File: src/rtl/edge_arb_pkg.sv
// Shared constants for the edge event arbiter: channel mode encodings and
// the event polarity values presented on ev_pol.
package edge_arb_pkg;

  localparam logic [1:0] MODE_OFF  = 2'b00;
  localparam logic [1:0] MODE_RISE = 2'b01;
  localparam logic [1:0] MODE_FALL = 2'b10;
  localparam logic [1:0] MODE_BOTH = 2'b11;

  localparam logic EV_POL_RISE = 1'b1;
  localparam logic EV_POL_FALL = 1'b0;

endpackage

File: src/rtl/rr_arbiter.sv
// Combinational round-robin picker: returns the first requesting index found
// when searching upward from ptr, wrapping modulo N.
module rr_arbiter #(
  parameter  int N    = 4,
  localparam int CH_W = $clog2(N)
) (
  input  logic [N-1:0]    req,
  input  logic [CH_W-1:0] ptr,
  output logic            gnt_valid,
  output logic [CH_W-1:0] gnt_idx
);

  // Scan from the farthest offset down so the nearest requester wins last.
  always_comb begin
    gnt_valid = 1'b0;
    gnt_idx   = '0;
    for (int i = N - 1; i >= 0; i--) begin
      if (req[(int'(ptr) + i) % N]) begin
        gnt_valid = 1'b1;
        gnt_idx   = CH_W'((int'(ptr) + i) % N);
      end
    end
  end

endmodule

File: src/rtl/edge_event_arbiter.sv
// Per-channel edge detector with pending-event bits, sticky overflow flags and
// a round-robin fed single-entry valid/ready event port.
module edge_event_arbiter
  import edge_arb_pkg::*;
#(
  parameter  int         N_CH     = 4,
  parameter  logic [1:0] RST_MODE = MODE_BOTH,
  localparam int         CH_W     = $clog2(N_CH)
) (
  input  logic            clk,
  input  logic            rst,
  input  logic [N_CH-1:0] sig_in,
  input  logic            cfg_we,
  input  logic [CH_W-1:0] cfg_ch,
  input  logic [1:0]      cfg_mode,
  output logic            ev_valid,
  input  logic            ev_ready,
  output logic [CH_W-1:0] ev_ch,
  output logic            ev_pol,
  output logic [N_CH-1:0] ovf,
  input  logic            ovf_clr
);

  logic [N_CH-1:0]      prev, pend_r, pend_f, pend_any;
  logic [N_CH-1:0]      rise, fall, gnt_r, gnt_f, ovf_set;
  logic [N_CH-1:0]      pend_r_nxt, pend_f_nxt;
  logic [N_CH-1:0][1:0] mode;
  logic                 prime, free, grant, gnt_valid;
  logic [CH_W-1:0]      ptr, gnt_idx;

  assign pend_any = pend_r | pend_f;

  rr_arbiter #(.N(N_CH)) u_arb (
    .req       (pend_any),
    .ptr       (ptr),
    .gnt_valid (gnt_valid),
    .gnt_idx   (gnt_idx)
  );

  // A config write clears disabled pending types after any edge has set them.
  always_comb begin
    free       = ~ev_valid | ev_ready;
    grant      = free & gnt_valid;
    rise       = '0;
    fall       = '0;
    gnt_r      = '0;
    gnt_f      = '0;
    ovf_set    = '0;
    pend_r_nxt = '0;
    pend_f_nxt = '0;
    for (int i = 0; i < N_CH; i++) begin
      rise[i]    = ~prime & sig_in[i] & ~prev[i] & mode[i][0];
      fall[i]    = ~prime & ~(sig_in[i] | ~prev[i]) & mode[i][1];
      gnt_r[i]   = grant & (gnt_idx == CH_W'(i)) & pend_r[i];
      gnt_f[i]   = grant & (gnt_idx == CH_W'(i)) & ~pend_r[i];
      ovf_set[i] = (rise[i] & pend_r[i] & ~gnt_r[i]) |
                   (fall[i] & pend_f[i] & ~gnt_f[i]);
      pend_r_nxt[i] = rise[i] | (pend_r[i] & ~gnt_r[i]);
      pend_f_nxt[i] = fall[i] | (pend_f[i] & ~gnt_f[i]);
      if (cfg_we && cfg_ch == CH_W'(i)) begin
        if (!cfg_mode[0]) pend_r_nxt[i] = 1'b0;
        if (!cfg_mode[1]) pend_f_nxt[i] = 1'b0;
      end
    end
  end

  always_ff @(posedge clk) begin
    if (rst) begin
      ev_valid <= 1'b0;
      ev_ch    <= '0;
      ev_pol   <= 1'b0;
      ovf      <= '0;
      pend_r   <= '0;
      pend_f   <= '0;
      prev     <= '0;
      prime    <= 1'b1;
      mode     <= {N_CH{RST_MODE}};
      ptr      <= '0;
    end else begin
      prime  <= 1'b0;
      prev   <= sig_in;
      pend_r <= pend_r_nxt;
      pend_f <= pend_f_nxt;
      ovf    <= ovf_set | (ovf & ~{N_CH{ovf_clr}});
      for (int i = 0; i < N_CH; i++) begin
        if (cfg_we && cfg_ch == CH_W'(i)) mode[i] <= cfg_mode;
      end
      if (grant) begin
        ev_valid <= 1'b1;
        ev_ch    <= gnt_idx;
        ev_pol   <= (|gnt_r) ? EV_POL_RISE : EV_POL_FALL;
        ptr      <= (gnt_idx == CH_W'(N_CH - 1)) ? '0 : gnt_idx + CH_W'(1);
      end else if (free) begin
        ev_valid <= 1'b0;
      end
    end
  end

endmodule
File: config.mk
export PLATFORM = sky130hd
export DESIGN_NAME = edge_event_arbiter
export DESIGN_NICKNAME = d
export VERILOG_FILES = /design/src/rtl/edge_arb_pkg.sv /design/src/rtl/rr_arbiter.sv /design/src/rtl/edge_event_arbiter.sv
export SDC_FILE = /design/constraint.sdc
export NUM_CORES = 1
export LEC_CHECK = 0
export CAP_MARGIN = 40
export CORE_MARGIN = 2
export CORE_UTILIZATION = 35
export DETAILED_ROUTE_END_ITERATION = 12
export SYNTH_ARGS = -nofsm -noshare
export SYNTH_HDL_FRONTEND = slang
export SYNTH_SLANG_ARGS = --single-unit
export TNS_END_PERCENT = 30
File: constraint.sdc
create_clock -name clk -period 3 [get_ports clk]
set_input_delay 0.6 -clock clk [delete_from_list [all_inputs] [get_ports clk]]
set_output_delay 0.6 -clock clk [all_outputs]
set_load 0.03 [all_outputs]
* Word-level counts from Yosys, hierarchy flattened
Index checks and enable logic that the tools add are counted.
** Storage, ports and cells
- Memory bits (writable) :: 0
- ROM bits :: 0
- Output and inout port bits :: 8
- Logic and storage cells :: 181
- Latch bits :: 0
- Input port bits :: 13
- Memories :: 0
- Flip-flop bits (word level) :: 31
** Operators by class
- Add/sub/neg operators :: 4
- Reduce and logical (&&, ||, !) cells :: 11
- Shift operators :: 0
- Div/mod/pow operators :: 0
- Bitwise operators :: 103
- Equality and inequality tests :: 6
- Mux-type cells :: 40
- $lt $le $gt $ge :: 4
- $mul :: 0
** Operator list (count)
- bitwise AND 1 bit :: 57
- two-way mux 1 bit :: 31
- inverter 1 bit :: 22
- bitwise OR 1 bit :: 17
- < comparator 3 x 4 -> 1 bit, second input constant :: 3
- two-way mux 2 bit :: 5
- binary-select mux 1 bit (select 2 bit) :: 4
- equality test 2 bit, second input constant :: 4
- bitwise OR 4 bit :: 2
- OR reduction 2 bit :: 3
- adder 2 x 1 -> 2 bit, second input constant :: 2
- adder 2 bit, second input constant :: 2
- bitwise AND 4 bit :: 1
- equality test 2 x 1 -> 1 bit, second input constant :: 2
- logical AND 1 bit :: 4
- zero test 2 bit :: 2
- inverter 4 bit :: 1
- OR reduction 4 bit :: 1
- bitwise AND 1 bit, first input constant :: 3
- < comparator 2 x 3 -> 1 bit, second input constant :: 1
- nonzero test 2 bit :: 1

* Depth between registers and ports, before layout
- Depth after elaboration :: 18
- Mapped depth :: 9
- Depth with buffers taken out :: 9

* By module
A second synthesis with hierarchy kept.
** Unflattened totals
- Cell total of the unflattened synthesis :: 152
- Area total of the unflattened synthesis :: 1421.4 sq um
** By module, submodules not included
- edge_event_arbiter :: times used 1, cells each 139, area each 1343.8 sq um
- rr_arbiter :: times used 1, cells each 13, area each 77.6 sq um

* Least setup slack after synthesis
No wires, ideal clock.
- Path kind :: reg2reg
- Start :: reg pend_f[3]
- End :: reg ptr[0]
- Path buffers :: 0
- Cell stages (with the launch flop) :: 8
- Arrival :: 2010 ps
- Library setup time :: 92 ps
- Data required time :: 2908 ps
- Setup slack :: 898 ps
- Cells stage by stage :: dfxtp_1 or2_2 o221a_2 o21ai_0 inv_1 ha_1 or3_1 o32ai_1
** Between the ends
- Cells in the longest elaborated chain, start to end :: 10
** RTL lines
- start: declaration :: RTL line edge_event_arbiter.sv:24 : logic [N_CH-1:0] prev, pend_r, pend_f, pend_any;
- start signal: assignment :: RTL line edge_event_arbiter.sv:83 : pend_f <= pend_f_nxt;
- bitwise OR 4 bit * :: RTL line edge_event_arbiter.sv:31 : assign pend_any = pend_r | pend_f;
- binary-select mux 1 bit (select 2 bit) :: RTL line rr_arbiter.sv:18 : if (req[(int'(ptr) + i) % N]) begin
- two-way mux 1 bit (implied by the code) (2 in a row) :: RTL line rr_arbiter.sv:18
- two-way mux 2 bit (3 in a row) :: RTL line rr_arbiter.sv:18
- two-way mux 2 bit * :: RTL line rr_arbiter.sv:18
- named net gnt_idx[0] :: RTL line edge_event_arbiter.sv:29 : logic [CH_W-1:0] ptr, gnt_idx;
- adder 2 x 1 -> 2 bit or equality test 2 bit (tied branches) :: RTL line edge_event_arbiter.sv:92 : ptr <= (gnt_idx == CH_W'(N_CH - 1)) ? '0 : gnt_idx + CH_W'(1);
- two-way mux 2 bit * :: RTL line edge_event_arbiter.sv:92
- end signal: assignment :: RTL line edge_event_arbiter.sv:92
- end: declaration :: RTL line edge_event_arbiter.sv:29
The timed path passes the listed nets; every way through them passes the cells marked *. The select of a mux whose other input is x is not followed.
A chain may end at the register's enable or synchronous reset.

* Worst setup path in the final report
- Start :: reg pend_r[3]
- End :: reg ptr[0]
** Between the ends
- Cells in the longest elaborated chain, start to end :: 10
** RTL lines
- start: declaration :: RTL line edge_event_arbiter.sv:24
- start signal: assignment :: RTL line edge_event_arbiter.sv:82 : pend_r <= pend_r_nxt;
- bitwise OR 4 bit * :: RTL line edge_event_arbiter.sv:31
- binary-select mux 1 bit (select 2 bit) :: RTL line rr_arbiter.sv:18
- two-way mux 1 bit (implied by the code) (2 in a row) :: RTL line rr_arbiter.sv:18
- two-way mux 2 bit (3 in a row) :: RTL line rr_arbiter.sv:18
- two-way mux 2 bit * :: RTL line rr_arbiter.sv:18
- named net gnt_idx[0] :: RTL line edge_event_arbiter.sv:29
- adder 2 x 1 -> 2 bit or equality test 2 bit (tied branches) :: RTL line edge_event_arbiter.sv:92
- two-way mux 2 bit * :: RTL line edge_event_arbiter.sv:92
Marked as above.

==> results.yml <==
run_status:
  status: "finished clean"
job:
  max_cap_viol_count: 0
synthesis:
  ys_types: 31
  syn_area_per_cell_um2: 8.88
  syn-num-nets: 185
  seq_area_frac_synth_pct: 41.6
  netlist_instances: 168
  netlist_area_mm2: 0.00149
  ys_seq_elements: 31
  ys_warn_count: 0
worst_setup_path:
  crit_path_end_kind: "flip-flop"
  worstPathMaxFanout: 8
  cp_data_arrival_time_ps: 2510
  startpoint_type: "flip-flop"
  path_class: "flip-flop to flip-flop"
  required_ps: 3180
global_route:
  gr-total-overflow: 0
  grt_pass1_wl_um: 6340
  antenna_found_initial: 0
  grt_max_degree: 20
  grt_pass1_vias: 1349
  grt_use_total_pct: 16.3
sta:
  finClkSkew_ps: 3.95
  slew_violations: 0
  hold_slack_ps: 493
  fmax_ghz: 0.430
  finalSetupTns_ps: 0
  finalSetupViolCount: 0
  hold_viol: 0
  rsz0062_at_grt: "no"
  period_minus_slack_ps: 2330
  slew_headroom_pct: 52.1
  tightestPinTransition_ps: 709
  finalCritPeriodShare_pct: 77.6
clocking:
  cts_buffers: 5
  path_clk_slew_ps: 60
  cts_tree: "built"
  cts_setup_buffers: 0
  cts-root-buf: "clkbuf_8"
  worstSkewPairLatency_ps: 280
  cts_max_path_buffers: 2
  h-tree-depth: 2
  numClockSinks: 31
  cts-resized-gates: 0
  cts-hold-fix-buffers: 0
floorplan:
  dieArea_mm2: 0.00480
  die-width_um: 69.3
  core_area_mm2: 0.00406
  num_io_pins: 21
  std_cell_rows: 23
  start_util_pct: 36.8
  die_h_um: 69.3
place:
  placed_area_mm2: 0.00175
  port_buffers: 20
  gp_congestion: 0.938
  dp_hpwl_um: 2630
  dpl.cell_count: 235
cells_and_area:
  fin_util_pct: 45.1
  layout-drive-gt1-share_pct: 7.77
  antenna_cells: 0
  area_growth_pct: 22.6
  design_area_mm2: 0.00183
  nets: 209
  finalNonFillerCells: 243
route:
  firstDrtPassIters: 4
  vias: 1342
  routedWlPerCell_um: 14.4
  vias_per_cell: 5.52
  ant_nets: 0
  wl_um: 3510
  drt-initial-drc-count: 57
  drc: 0
pwr:
  power.leakage_nw: 0.708
  p_per_area_mw_per_mm2: 550
  ir_drop_mv: 0.293
min_path:
  hp-class: "flip-flop to flip-flop"
-- worst max-delay path: stages (launching register included) --
cell     delay [ps]
dfxtp_1         380
or2_2           300
o221a_2         280
o21ai_0         370
inv_1           150
ha_1            250
or3_1           370
o32ai_1         120
-- synthesized netlist by cell type --
| library cell | n | area (um2) |
|---|---|---|
| o21ai_1 | 1 | 5.00 |
| nand2b_1 | 2 | 12.5 |
| a31oi_1 | 6 | 37.5 |
| nand3b_1 | 6 | 45.0 |
| or3_1 | 1 | 6.26 |
| dfxtp_1 | 31 | 621 |
| a211oi_1 | 3 | 22.5 |
| o211ai_1 | 1 | 7.51 |
| ha_1 | 4 | 50.1 |
| o21ai_0 | 6 | 30.0 |
| o221a_2 | 2 | 22.5 |
| a32oi_1 | 3 | 26.3 |
| or4_4 | 2 | 22.5 |
| a22o_1 | 8 | 70.1 |
| nor3_1 | 6 | 30.0 |
| a22oi_1 | 2 | 15.0 |
| or2_2 | 2 | 12.5 |
| a21oi_1 | 7 | 35.0 |
| o21a_4 | 1 | 15.0 |
| nand3_1 | 2 | 10.0 |
| o21bai_1 | 9 | 67.6 |
| nor2b_1 | 9 | 56.3 |
| nor3b_1 | 1 | 7.51 |
| inv_1 | 10 | 37.5 |
| clkbuf_1 | 4 | 15.0 |
| or3b_2 | 1 | 8.76 |
| nor2_1 | 16 | 60.1 |
| a311oi_1 | 1 | 8.76 |
| nor4bb_1 | 8 | 80.1 |
| o32ai_1 | 1 | 8.76 |
| nand2_1 | 12 | 45.0 |
-- power by group --
part | internal [mW] | leakage [nW] | switching [mW]
clock network | 0.162 | 0.0422 | 0.151
registers | 0.440 | 0.254 | 0.0257
logic | 0.102 | 0.411 | 0.125
-- per-stage QoR --
stage | total power [mW] | worst slack [ps]
floorplan | 0.622 | 898
global placement | 0.696 | 794
detailed placement | 0.700 | 687
CTS | 1.01 | 668
global route | 1.07 | 446
finish | 1.01 | 673
-- final timing paths --
path | slack, ps | depth (start not counted) | from | end
max | 670 | 7 | pend_r[3] | ptr[0]
min | 490 | 2 | mode[3] | mode[3]
max reg2reg | 670 | 7 | pend_r[3] | ptr[0]
min reg2reg | 490 | 2 | mode[3] | mode[3]
-- state kept, by name (all words and copies together), names as in the netlist --
signal,flops
ev_ch,2
mode,8
prime,1
ev_pol,1
ev_valid,1
pend_f,4
ovf,4
pend_r,4
ptr,2
prev,4
-- metal layers --
metal,up-vias,part of all wire [%],global-route usage [%]
li1,670,-,-
met1,638,47,21.8
met2,29,47,25.0
met3,5,4.1,4.80
met4,0,1.4,5.88
met5,-,0,0
-- cell usage in the layout (no fill, tap or decap), drive strengths merged, types with 4 or more instances in the layout --
cell type and n:
nor2b 9, clkdlybuf4s50 20, a21oi 7, dfxtp 31, nand3b 6, a31oi 6, nor4bb 8, o21bai 9
clkbuf 7, nand2 12, nor2 16, ha 4, a22o 8, inv 10, o21ai 7, nor3 6
-- logic make-up after synthesis --
group | Yosys count | synth area share, %
flip-flops | 31 | 41.6
adder cells (fa/ha/maj) | 4 | 3.36
AND/OR/NAND/NOR | 68 | 26.6
AO/OA/AOI/OAI | 51 | 24.9
buffers and inverters | 14 | 3.52
-- cell type report --
type | instances | area, um2
clock buffer | 7 | 76.3
clock inverter | 1 | 5.00
fill | 407 | 2230
inverter | 10 | 37.5
multi-input combinational | 123 | 818
sequential | 31 | 621
tap | 50 | 62.6
timing repair buffer | 21 | 208
(Power assumes the default switching activity.)
